<file path="src/rtl/pulse_width_meter.sv">
// pulse_width_meter: measures the high time of a signal, in clock cycles,
// from the single-cycle rise/fall pulses of an upstream edge detector.
// Each finished measurement lands in a one-entry output register.
//
// Output handshake (valid/ready): a result transfers on any rising edge
// where valid_o and ready_i are both high. While valid_o is high and
// ready_i is low, valid_o/width_o/ovf_o hold steady. A result finishing
// while the register is full and not being drained is dropped, and
// drop_o pulses for one cycle.
module pulse_width_meter #(
    parameter int CNT_W = 8
) (
    input  logic             clk,
    input  logic             reset,
    input  logic             rise_i,
    input  logic             fall_i,
    input  logic             ready_i,
    output logic             valid_o,
    output logic [CNT_W-1:0] width_o,
    output logic             ovf_o,
    output logic             busy_o,
    output logic             drop_o,
    output logic             state_o
);

    typedef enum logic {
        IDLE    = 1'b0,
        MEASURE = 1'b1
    } state_t;

    localparam logic [CNT_W-1:0] CNT_MAX = '1;

    state_t           state_q;
    state_t           state_d;
    logic             start;
    logic             finish;
    logic             accept;
    logic             consume;
    logic [CNT_W-1:0] cnt;
    logic             sat;

    // The register can take a new result if it is empty or being drained now.
    assign accept  = !valid_o || ready_i;
    assign consume = valid_o && ready_i;
    assign busy_o  = (state_q == MEASURE);
    assign state_o = state_q;

    // State register.
    always_ff @(posedge clk or negedge reset) begin
        if (!reset) begin
            state_q <= IDLE;
        end else begin
            state_q <= state_d;
        end
    end

    // Next-state logic. A coincident rise/fall acts as rise in IDLE and as
    // fall in MEASURE, because each state only looks at one of the pulses.
    always_comb begin
        state_d = state_q;
        start   = 1'b0;
        finish  = 1'b0;
        case (state_q)
            IDLE: begin
                if (rise_i) begin
                    start   = 1'b1;
                    state_d = MEASURE;
                end
            end
            MEASURE: begin
                if (fall_i) begin
                    finish  = 1'b1;
                    state_d = IDLE;
                end
            end
            default: state_d = IDLE;
        endcase
    end

    // Saturating high-time counter; the fall cycle itself is not counted.
    always_ff @(posedge clk or negedge reset) begin
        if (!reset) begin
            cnt <= '0;
            sat <= 1'b0;
        end else if (start) begin
            cnt <= CNT_W'(1);
            // Only reachable when the counter is a single bit wide.
            sat <= (CNT_MAX == CNT_W'(1));
        end else if (busy_o && !fall_i && (cnt != CNT_MAX)) begin
            cnt <= cnt + 1'b1;
            if (cnt == CNT_MAX - 1'b1) begin
                sat <= 1'b1;
            end
        end
    end

    // One-entry result register with drop reporting.
    always_ff @(posedge clk or negedge reset) begin
        if (!reset) begin
            valid_o <= 1'b0;
            width_o <= '0;
            ovf_o   <= 1'b0;
            drop_o  <= 1'b0;
        end else begin
            drop_o <= 1'b0;
            if (finish) begin
                if (accept) begin
                    valid_o <= 1'b1;
                    width_o <= cnt;
                    ovf_o   <= sat;
                end else begin
                    drop_o <= 1'b1;
                end
            end else if (consume) begin
                valid_o <= 1'b0;
            end
        end
    end

endmodule

</file>
<file path="config.mk">
export PLATFORM = sky130hd
export DESIGN_NAME = pulse_width_meter
export DESIGN_NICKNAME = d
export VERILOG_FILES = /design/src/rtl/pulse_width_meter.sv
export SDC_FILE = /design/constraint.sdc
export NUM_CORES = 1
export LEC_CHECK = 0
export ABC_AREA = 1
export BUFFER_PORTS_ARGS = -buffer_cell sky130_fd_sc_hd__clkbuf_2
export CORE_MARGIN = 2
export CORE_UTILIZATION = 45
export DETAILED_ROUTE_END_ITERATION = 7
export PLACE_DENSITY = 0.76
export SLEW_MARGIN = 20
export SYNTH_ARGS = -nofsm -noshare
export SYNTH_HDL_FRONTEND = slang
export SYNTH_SLANG_ARGS = --single-unit
</file>
<file path="constraint.sdc">
create_clock -name clk -period 1.8 [get_ports clk]
set_clock_uncertainty 0.05 [all_clocks]
set_input_delay 0.09 -clock clk [delete_from_list [all_inputs] [get_ports clk]]
set_output_delay 0.09 -clock clk [all_outputs]
set_load 0.1 [all_outputs]
</file>
==> metrics <==
HPWL after detailed placement=1480 µm; Power Density=1260 nW/µm²; slew of the pin with the lowest slew margin=0.546 ns; drt drc=0; CTS tree=built; Lkg Pwr=0.588 nW; most common cell after layout, fill and taps aside=nand2_1; slew margin rel.=63.8%; Die Area=2690 µm²; width of the die=51.8 µm; clk_lat worst skew=0.30 ns; Post-Synthesis Net Count=129; Synth top area share=51.0%; total power=0.00148 W; final slew viol count=0; Cell Int Power=0.000746 W; Net Sw Frac=49.7%; Yosys reg bits=21; hold crit path type=in2reg; Critical path origin=cnt[1]; I/O pin cnt=18; area growth from synthesis to layout=14.1%; Sink Count=21; Worst Path Arrival=1.72 ns; post-cts sizing count=0; crit path to=cnt[2]; Setup Viol. Count Final=0; Comb power frac=43.7%; drt initial violations=16; die extent in y=51.8 µm; commonest cells after routing, fill and taps aside=39 x nand2_1, 20 x dfrtp_1, 17 x clkbuf_2; clk slew on worst S/H paths=0.11 ns; MaxCap Viol Count=0; First-pass DRT Iterations=4; min Tclk post-route=1.54 ns; input/output buffers=17; RSZ-0062 raised after global routing=no; initial antenna violation count=0; Final Hold Viols=0; run status=complete, no violations; Clk network pwr share=15.3%; worst r2r dst=cnt[2]; ranking of synthesized cells by area=dfrtp_1 51%, nand2_1 14%, o21ai_1 5.3%, inv_1 4.4%, nand3_1 3.4%; vias in the first global route=791; cells after synthesis=122; Synth cell types=20; post-synthesis compound-gate area fraction=8.26%; Max clock buf depth=2; Routed Antenna Nets=0; Crit Path Category=reg2reg; adder-cell share of the synthesized area=2.43%; clk root buf=clkbuf_4; Worst Path Required=1.99 ns; n_diodes=0; mean area per synthesized cell=8.44 µm²; Period Utilization, post-route=85.5%; Cell Area, Synth=1030 µm²; smallest setup slack after layout=0.261 ns; Worst VDD drop=0.790 mV; Hold Path Stages=4; cell count of the worst reg-to-reg path=6; drt wl/cell=11.5 µm; first-pass GRT wire length=3300 µm; Total Neg Setup Slack=0 ns; drt total wl=1950 µm; Synth Area in Simple Gates=30.3%; final layout net count=150; Tot GR Track Use=16.7%; mux cell area share after synthesis=0%; total grt overflow=0; post-synthesis xor/xnor area fraction=0.851%; largest net degree at the start of global routing=22; # rows=17; Startpoint Class=flop; H-tree depth=1; largest area contributor in the synthesized netlist=dfrtp_1; vias per inst=4.99; yosys warns=0; CTS Buf Count=3; reg2reg start=cnt[1]; Seq/Total Area, Yosys=51.0%; vias=848; effective utilization at floorplan=47.0%; dpl ws=0.364 ns; Flop pwr share=41.0%; largest family of logic cells by synthesized area=simple AND/OR/NAND/NOR gates; gpl congestion=0.878; critical path endpoint category=flop; Reg2Reg Setup Slack=0.26 ns; maximum clock frequency=0.650 GHz; P_sw=0.000738 W; share of post-route cells with drive strength above 1=23.9%; total core area=2190 µm²; Worst Path Max Fanout=7
==> worst max-delay path, stage by stage, from the launching register on <==
cell and delay [ns]:
dfrtp_1 0.43, ha_1 0.24, inv_1 0.13, nor2_4 0.06, a21oi_2 0.31, nand3_1 0.14, o21ai_1 0.11
==> how the worst min path moves through the flow <==
stage / start / end / slack, ns
4_1_cts: fall_i / drop_o / 0.02
3_5_place_dp: reset / valid_o / 0.04
5_1_grt: fall_i / drop_o / 0.02
2_1_floorplan: reset / busy_o / -0.26
6_report: ready_i / drop_o / 0.02
3_3_place_gp: reset / valid_o / 0.03
==> state kept, by name, summed over array words and instances (netlist names) <==
signal and cells:
cnt 8, width_o 8, busy_o 1, drop_o 1, ovf_o 1, sat 1
valid_o 1
==> layer usage <==
layer | vias to the layer above | part of all wire (%) | global-route usage, %
met5 | - | 0 | 0
met4 | 0 | 2.3 | 6.58
met3 | 11 | 4.0 | 2.59
met2 | 30 | 49 | 28.9
met1 | 381 | 45 | 20.7
li1 | 426 | - | -
==> cells by family after synthesis <==
group,count (synthesis)
simple gates,65
xor+xnor,1
buf+inv,17
fa+ha+maj,2
flops,21
compound gates,16
==> power by group through the flow <==
stage	combinational [W]	clock (W)	sequential [W]
floorplan	0.000203	0	0.000950
finish	0.000649	0.000227	0.000608
detailed placement	0.000647	0	0.000618
global route	0.000693	0.000250	0.000618
CTS	0.000651	0.000233	0.000609
global placement	0.000639	0	0.000613
==> Yosys cell counts (all sizes together) <==
library cell	number
a21oi	1
buf	2
clkinv	1
dfrtp	21
ha	2
inv	14
nand2	44
nand3	8
nand4	3
nor2	10
o21ai	14
o22ai	1
xor2	1
==> metrics by stage <==
stage / hold slack [ns] / area, µm² / std cells / utilization, %
floorplan: -0.256 / 1030 / 122 / -
global placement: 0.0327 / 1140 / 165 / 52.0
detailed placement: 0.0417 / 1140 / 165 / 52.0
CTS: 0.0157 / 1170 / 170 / 53.6
global route: 0.0209 / 1170 / 170 / 53.6
finish: 0.0156 / 1170 / 170 / 53.6
==> area by class of cell <==
cell class | instances | area, µm²
Fill cell | 209 | 1020
Sequential cell | 21 | 527
Multi-Input combinational cell | 84 | 430
Timing Repair Buffer | 18 | 95.1
Inverter | 15 | 61.3
Tap cell | 28 | 35.0
Clock buffer | 4 | 26.3
==> repair_timing <==
item,in CTS,in global routing
buffers inserted,0,0
hold buffers,1,0
hold endpoints to repair,21,0
Power figures use the tool's default switching activity.
